$ cat config.mk
export PLATFORM = sky130hd
export DESIGN_NAME = alu_seq_ctrl
export DESIGN_NICKNAME = d
export VERILOG_FILES = /design/src/rtl/alu_seq_pkg.sv /design/src/rtl/alu_seq_slice.sv /design/src/rtl/alu_seq_ctrl.sv
export SDC_FILE = /design/constraint.sdc
export NUM_CORES = 1
export LEC_CHECK = 0
export CORE_UTILIZATION = 54
export CTS_CLUSTER_SIZE = 40
export DETAILED_ROUTE_END_ITERATION = 7
export GPL_TIMING_DRIVEN = 0
export HOLD_SLACK_MARGIN = 0.03
export PLACE_DENSITY = 0.85
export REMOVE_ABC_BUFFERS = 1
export SLEW_MARGIN = 20
export SYNTH_ARGS = -nofsm -noshare
export SYNTH_HDL_FRONTEND = slang
export SYNTH_SLANG_ARGS = --single-unit
$ cat constraint.sdc
create_clock -name clk -period 5.5 [get_ports clk]
set_clock_uncertainty 0.2 [all_clocks]
set_input_delay 0.55 -clock clk [delete_from_list [all_inputs] [get_ports clk]]
set_output_delay 0.55 -clock clk [all_outputs]
set_load 0.005 [all_outputs]
$ cat src/rtl/alu_seq_pkg.sv
// Shared types and constants for the nibble-serial add/sub sequencer.
// The optional signed-overflow output is enabled by defining ALU_SEQ_OVF_EN.
package alu_seq_pkg;

   // Sequencer states. The encoding is exported on dbg_state.
   typedef enum logic [1:0] {
      S_IDLE = 2'd0,
      S_RUN  = 2'd1,
      S_DONE = 2'd2
   } alu_seq_state_e;

   localparam logic OP_ADD = 1'b0;
   localparam logic OP_SUB = 1'b1;

   // Width of one ALU slice pass.
   localparam int NIB_W = 4;

   // Width of the pass counter. A single-pass configuration still needs one bit.
   function automatic int cnt_width(input int nib);
      return (nib > 1) ? $clog2(nib) : 1;
   endfunction

endpackage

$ cat src/rtl/alu_seq_slice.sv
// Combinational 4-bit ALU slice: sum and carry-out of a + b + cin.
// Subtraction is handled upstream by inverting b and forcing cin high.
module alu_seq_slice
   import alu_seq_pkg::*;
(
   input  logic [NIB_W-1:0] i_a,
   input  logic [NIB_W-1:0] i_b,
   input  logic             i_cin,
   output logic [NIB_W-1:0] o_sum,
   output logic             o_cout
);

   logic [NIB_W:0] w_full;

   // Ripple add one nibble with a zero-extended carry-in.
   always_comb begin
      w_full = {1'b0, i_a} + {1'b0, i_b} + {{NIB_W{1'b0}}, i_cin};
      o_sum  = w_full[NIB_W-1:0];
      o_cout = w_full[NIB_W];
   end

endmodule

$ cat src/rtl/alu_seq_ctrl.sv
// Multi-cycle add/sub sequencer driving a single 4-bit ALU slice.
// A WIDTH-bit request is taken over valid/ready, processed in WIDTH/4 passes
// LSB nibble first with the carry registered between passes, and returned on
// a valid/ready response channel.
// Defining ALU_SEQ_OVF_EN adds the registered signed-overflow output rsp_ovf.
//
// Handshake: a transfer happens on a rising edge where valid and ready are
// both high. req_ready is high only in IDLE; rsp_valid is high only in DONE,
// and the response fields stay stable until the transfer edge.
module alu_seq_ctrl
   import alu_seq_pkg::*;
#(
   parameter int WIDTH = 16
)(
   input  logic             clk,
   input  logic             rst_n,
   input  logic             req_valid,
   output logic             req_ready,
   input  logic [WIDTH-1:0] req_a,
   input  logic [WIDTH-1:0] req_b,
   input  logic             req_op,
   output logic             rsp_valid,
   input  logic             rsp_ready,
   output logic [WIDTH-1:0] rsp_result,
   output logic             rsp_cout,
   output alu_seq_state_e   dbg_state
`ifdef ALU_SEQ_OVF_EN
   ,
   output logic             rsp_ovf
`endif
);

   localparam int NIB   = WIDTH / NIB_W;
   localparam int CNT_W = cnt_width(NIB);
   localparam logic [CNT_W-1:0] LAST_CNT = CNT_W'(NIB - 1);

   // Reject widths that do not split into whole nibbles.
   if ((WIDTH % NIB_W) != 0 || WIDTH < NIB_W) begin : g_bad_width
      $error("alu_seq_ctrl: WIDTH must be a multiple of 4 and at least 4");
   end

   alu_seq_state_e r_state;
   alu_seq_state_e w_next_state;

   // Operands are kept nibble-addressable so the pass counter selects a slice.
   logic [NIB-1:0][NIB_W-1:0] r_a;
   logic [NIB-1:0][NIB_W-1:0] r_b;
   logic [NIB-1:0][NIB_W-1:0] r_result;
   logic [CNT_W-1:0]          r_cnt;
   logic                      r_carry;
   logic                      r_cout;
`ifdef ALU_SEQ_OVF_EN
   logic                      r_ovf;
`endif

   logic [NIB_W-1:0] w_a_nib;
   logic [NIB_W-1:0] w_b_nib;
   logic [NIB_W-1:0] w_sum;
   logic             w_cout;
   logic             w_last;

   // Nibble mux feeding the slice for the current pass.
   always_comb begin
      w_a_nib = r_a[r_cnt];
      w_b_nib = r_b[r_cnt];
      w_last  = (r_cnt == LAST_CNT);
   end

   alu_seq_slice u_slice (
      .i_a    (w_a_nib),
      .i_b    (w_b_nib),
      .i_cin  (r_carry),
      .o_sum  (w_sum),
      .o_cout (w_cout)
   );

   // FSM state register.
   always_ff @(posedge clk or negedge rst_n) begin
      if (!rst_n) begin
         r_state <= S_IDLE;
      end else begin
         r_state <= w_next_state;
      end
   end

   // FSM next-state logic: accept, run NIB passes, hold until consumed.
   always_comb begin
      w_next_state = r_state;
      unique case (r_state)
         S_IDLE:  if (req_valid)  w_next_state = S_RUN;
         S_RUN:   if (w_last)     w_next_state = S_DONE;
         S_DONE:  if (rsp_ready)  w_next_state = S_IDLE;
         default:                 w_next_state = S_IDLE;
      endcase
   end

   // FSM outputs: handshake flags depend only on the state.
   always_comb begin
      req_ready = (r_state == S_IDLE);
      rsp_valid = (r_state == S_DONE);
      dbg_state = r_state;
   end

   // Datapath: latch operands on accept, then one nibble per RUN edge.
   // For subtraction B is stored inverted and the initial carry is 1, so the
   // slice always adds; the op bit itself is not needed after accept.
   always_ff @(posedge clk or negedge rst_n) begin
      if (!rst_n) begin
         r_a      <= '0;
         r_b      <= '0;
         r_result <= '0;
         r_cnt    <= '0;
         r_carry  <= 1'b0;
         r_cout   <= 1'b0;
`ifdef ALU_SEQ_OVF_EN
         r_ovf    <= 1'b0;
`endif
      end else begin
         unique case (r_state)
            S_IDLE: begin
               if (req_valid) begin
                  r_a     <= req_a;
                  r_b     <= req_b ^ {WIDTH{req_op}};
                  r_carry <= req_op;
                  r_cnt   <= '0;
               end
            end
            S_RUN: begin
               r_result[r_cnt] <= w_sum;
               r_carry         <= w_cout;
               if (w_last) begin
                  r_cout <= w_cout;
`ifdef ALU_SEQ_OVF_EN
                  // Same-sign operands producing a different-sign result.
                  r_ovf  <= (w_a_nib[NIB_W-1] == w_b_nib[NIB_W-1]) &&
                            (w_sum[NIB_W-1] != w_a_nib[NIB_W-1]);
`endif
                  r_cnt  <= '0;
               end else begin
                  r_cnt  <= r_cnt + CNT_W'(1);
               end
            end
            default: begin
            end
         endcase
      end
   end

   // Response fields come straight from the registers.
   always_comb begin
      rsp_result = r_result;
      rsp_cout   = r_cout;
`ifdef ALU_SEQ_OVF_EN
      rsp_ovf    = r_ovf;
`endif
   end

endmodule

**After elaboration in Yosys (flattened, before gate mapping)**

Index checks and enable logic that the tools add are counted.

- Register bits after elaboration: 54
- Latch bits: 0
- RAM bits: 0
- Memory bits (read-only): 0
- Input bits: 37
- Output and inout port bits: 21
- Word-level logic and storage cells: 51
- Memories kept: 0

- Add/sub/neg operators: 3
- Multipliers: 0
- Div/mod/pow operators: 0
- Magnitude comparators: 2
- Eq/ne operators: 6
- Shift-type cells: 0
- Multiplexer cells: 16
- Bitwise gates (word level): 1
- Reductions and logical operators: 7

Operator list:

| kind | number |
|---|---|
| $bmux 4 s2 | 2 |
| $bwmux 16 | 1 |
| $xor 16x16->16 | 1 |
| $mux 4 | 3 |
| $mux 2 | 5 |
| $demux 4 s2 | 1 |
| $pmux 2 s3 | 1 |
| $reduce_and 2->1 | 3 |
| $add 4x4->5 | 1 |
| $add 5x1->5 | 1 |
| $eq 2x2->1 const B | 2 |
| $ne 2x2->1 const B | 2 |
| $pmux 2 s2 | 1 |
| $lt 2x3->1 const B | 1 |
| $reduce_and 3->1 | 1 |
| $add 2x1->2 const B | 1 |
| $eq 2x1->1 const B | 1 |
| $ge 2x1->1 const B | 1 |
| $logic_not 2->1 | 1 |
| $ne 2x1->1 const B | 1 |
| $pmux 1 s2 | 1 |
| $reduce_bool 2->1 | 1 |
| $logic_and 1x1->1 | 1 |
| $mux 1 | 1 |

**Depth between registers and ports, before layout**

- Depth in word-level cells: 5
- Gate-level depth with buffers: 9
- Gate-level depth less buffers: 8

**Cells and area by module**

Synthesis repeated with hierarchy kept, for this count alone.

- Cell total of the unflattened synthesis: 179
- Area, all modules: 2680.1 um^2

Modules (own cells, without submodules):

| module | instances | cells an instance | area each (um^2) | seq. area each (um^2) |
|---|---|---|---|---|
| alu_seq_ctrl | 1 | 163 | 2536.2 | 1351.3 |
| alu_seq_slice | 1 | 16 | 143.9 | 0.0 |

**Least setup slack after synthesis**

OpenSTA, ideal clock, no wires.

- Path kind: flip-flop to flip-flop
- From: register r_cnt[0]
- To: register r_carry
- Library setup time: 0.126 ns
- Arrival: 2.416 ns
- Required time: 5.174 ns
- Path slack: 2.758 ns
- Stages on the path, launching flop included: 10
- Path buffers: 1
- Clock period less this slack: 2.742 ns
- Path through: dfrtp_1 > buf_2 > mux4_2 > fa_1 > inv_1 > fa_1 > nor2b_1 > o21ai_0 > nand2b_1 > a221o_1

- Longest elaborated chain between the ends: 5
- Elaborated cells between the ends (all ways): 7
- Those cells by class: add/sub: 2; mux: 5

Ends and longest elaborated chain:

| item | line | text |
|---|---|---|
| from (decl) | alu_seq_ctrl.sv:49 | `logic [CNT_W-1:0] r_cnt;` |
| from (signal assigned) | alu_seq_ctrl.sv:140 | `r_cnt <= r_cnt + CNT_W'(1);` |
| $bmux 4 s2 (on tied branches) | alu_seq_ctrl.sv:64, alu_seq_ctrl.sv:65 |  |
| $mux 4 (on tied branches) | alu_seq_ctrl.sv:64, alu_seq_ctrl.sv:65 |  |
| $add 4x4->5 (*) | alu_seq_slice.sv:17 | `w_full = {1'b0, i_a} + {1'b0, i_b} + {{NIB_W{1'b0}}, i_cin};` |
| $add 5x1->5 (*) | alu_seq_slice.sv:17 |  |
| $pmux 1 s2 (*) | alu_seq_ctrl.sv:119 | `unique case (r_state)` |
| to (signal assigned) | alu_seq_ctrl.sv:124 | `r_carry <= req_op;` |
| to (signal assigned) | alu_seq_ctrl.sv:130 | `r_carry <= w_cout;` |
| to (decl) | alu_seq_ctrl.sv:50 | `logic r_carry;` |

Mark *: on every way between the ends. The rest lies on a longest branch, timed or not. The select of a mux whose other input is x is not followed.
A chain may end at the register's enable or synchronous reset.

**Final worst setup path**

Same ends and word-level chain as after synthesis.

==> out/metrics.csv <==
metric,value,unit
Hold WC Path Type,input port to asynchronous set/reset pin,
CP Data Required Time,5.49,ns
final count of pins violating max slew,0,
"Worst Path Class, Setup",flop to flop,
ranking of synthesized cells by area,"dfrtp_1 (53%), mux2_2 (9.3%), mux4_2 (7.1%)",
DP HPWL,3138,um
Die Area,4982,sq um
CP max FO,13,
"Largest stage delay, worst path",0.78,ns
Final Non-Filler Cells,312,
failing checks,DRC,
initial antenna violation count,0,
area of the multi-input gates,1087,sq um
"most used cell, CP",fa_1,
Critical Path AT,3.04,ns
critical-path cell list,mux4_2 > fa_1 > inv_1 > fa_1 > nor2b_1 > o21ai_0 > nand2b_1 > a221o_1,
drt wl/cell,13.68,um
Die Span Y,70.58,um
postcts setup bufs,0,
Worst-Margin Slew,0.8654,ns
P per Cell Area,615.9,nW/um^2
reg-to-reg endpoint,r_carry$_DFFE_PN0P_,
Worst Setup EP,r_carry$_DFFE_PN0P_,
Detailed Route Iter0 Violations,86,
max cap viols,0,
Initial Util,57.15,%
number of global-route vias before repair,1673,
P_leak,1.343,nW
Critical Path Sink Type,flop,
drt first pass iters,6,
filler instances,328,
Post-CTS Hold Buffers,0,
crit-path leading delay family,flip-flops,
GR Overflow Total,0,
Vias/cell,5.359,
Layout Area Growth over Synthesis,26.16,%
Worst setup SP type,flop,
Max clock buf depth,2,
FMAX,327.7,MHz
Final period util,55.48,%
Yosys Warn Count,0,
Die X,70.58,um
Post-Synthesis Cells,206,
top-area cell type share of the netlist area,53.20,%
Crit path depth,8,
unrepaired setup endpoints after global routing,no,
Reg2Reg Setup Slack,2.45,ns
Post-Place Cells,304,
TritonCTS Sinks,54,
Synth Register Bits,54,
slowest cell on the critical path,dfrtp_1,
Max-slew headroom,42.13,%
maximum VDD drop,0.0002758,V
post-synth top area cell,dfrtp_1,
global-route wire length before repair,7465,um
CTS tree,yes,
Final Wtd Congestion,0.7417,
largest net degree at the start of global routing,55,
DRC Markers,9,
"Setup violations, final",0,
layout cell share with drive strength beyond 1,15.00,%
Post-Route WL,4267,um
CP bufs+invs,1,
library cells used by synthesis,27,
IO Pins,58,
Ant. Diodes,0,
Inserted Clock Buffers,5,
minimum clock period,3.051,ns
TNS Setup,0,ns
Hold Fails Final Rpt,0,
Setup crit start,r_cnt[0]$_DFFE_PN0P_,
Reg2Reg Depth,8,
H-Tree Depth,2,
I/O Buffers,57,
status,"finished, violations left",
post-synthesis sequential area ratio,53.20,%
row count,24,
routed vias,1672,
final net count,305,
core area,4444,sq um
Reg2Reg Launch Point,r_cnt[0]$_DFFE_PN0P_,
"Clk pin slew, worst setup/hold paths",0.09,ns
Clock Root Buffer,clkbuf_8,
synthesized area,2540,sq um
Synth Area per Inst,12.33,sq um
Antenna Violating Nets Remaining,0,
worst skew pair latency,0.30,ns
Sequential Area,1351,sq um
Total GRT Usage,19.01,%
"Gates resized, CTS repair",0,
logic make-up (layout without fill, tap and decap cells):
| family | count (synthesis) | after routing | synth area share (%) |
|---|---|---|---|
| DFF | 54 | 54 | 53.20 |
| muxes | 30 | 30 | 16.80 |
| AOI/OAI and AO/OA | 36 | 36 | 7.784 |
| buffers and inverters | 18 | 72 | 3.990 |
| xor gates and xnor gates | 18 | 18 | 6.207 |
| adders and majority gates | 9 | 9 | 5.025 |
| and+or+nand+nor | 41 | 41 | 6.995 |
synthesized netlist by cell type:
cell type and n:
and2_4 1, xnor2_1 16, xor2_1 2, mux4_2 8, buf_6 3, fa_1 2, nor2b_1 2, mux2_2 21
nand2_2 1, dfrtp_1 54, nor2_2 1, nor3b_1 1, buf_4 1, nand2_1 15, o21ai_0 14, nor2_1 18
mux2i_1 1, a21oi_1 17, nand2b_1 2, a21o_1 1, buf_2 6, inv_1 7, a221o_1 1, ha_1 7
clkbuf_1 1, o21bai_1 1, a22o_1 2
metrics by stage:
step           cell area [sq um]  setup WS (ns)  hold WS (ns)  utilization [%]  power [mW]
3_5_place_dp                3098          2.413        0.2715            69.71       1.737
2_1_floorplan               2465          2.722       0.05441                -       1.372
4_1_cts                     3204          2.406        0.1018            72.10       1.993
6_report                    3204          2.449       0.07099            72.10       1.974
5_1_grt                     3204          2.224        0.1324            72.10       2.151
3_3_place_gp                3100          2.139        0.2622            69.76       1.682
where the power goes:
| group | switching, mW | total (mW) | internal (mW) |
|---|---|---|---|
| sequential | 0.140 | 0.740 | 0.600 |
| clock | 0.118 | 0.254 | 0.136 |
| combinational | 0.441 | 0.980 | 0.539 |
| total | 0.699 | 1.97 | 1.27 |
placed cells by master (no fill, tap or decap), types with 5 or more instances in the layout:
cell | netlist | final
clkdlybuf4s50_1 | 0 | 56
xnor2_1 | 16 | 16
mux4_2 | 8 | 8
nor2_1 | 18 | 18
a21oi_1 | 17 | 17
ha_1 | 7 | 7
dfrtp_1 | 54 | 54
nand2_1 | 15 | 15
clkbuf_8 | 0 | 5
inv_1 | 7 | 7
o21ai_0 | 14 | 14
mux2_2 | 21 | 21
metal layers:
layer | wire length, um | vias up | track usage, % | share of wire (%)
li1 | - | 805 | - | -
met1 | 1934 | 814 | 24.90 | 45
met2 | 2118 | 48 | 33.12 | 50
met3 | 185 | 5 | 4.416 | 4.3
met4 | 29 | 0 | 3.556 | 0.68
met5 | 0 | - | 0 | 0
area by class of cell:
class                      instances  share of cell area (%)
sequential                        54                   42.17
clock buffer                       7                   2.382
multi-input combinational        134                   33.93
timing repair buffer              57                   17.73
clock inverter                     1                  0.9371
inverter                           7                  0.8200
tap                               52                   2.030
worst min path at each step:
stage,depth (start not counted),startpoint,end,slack (ns)
after floorplan,0,rst_n,dbg_state[0]$_DFFE_PN0P_,0.05
after global placement,2,rsp_result[5]$_DFFE_PN0P_,rsp_result[5]$_DFFE_PN0P_,0.26
after detailed placement,2,rsp_result[2]$_DFFE_PN0P_,rsp_result[2]$_DFFE_PN0P_,0.27
after CTS,1,rst_n,r_a[7]$_DFFE_PN0P_,0.10
after global routing,1,rst_n,r_a[0]$_DFFE_PN0P_,0.13
final,1,rst_n,rsp_result[4]$_DFFE_PN0P_,0.07
flip-flops by register name, indices dropped and copies added (netlist names):
register	flops
r_b	16
r_carry	1
dbg_state	2
rsp_cout	1
rsp_result	16
r_a	16
r_cnt	2
(Power assumes the default switching activity.)
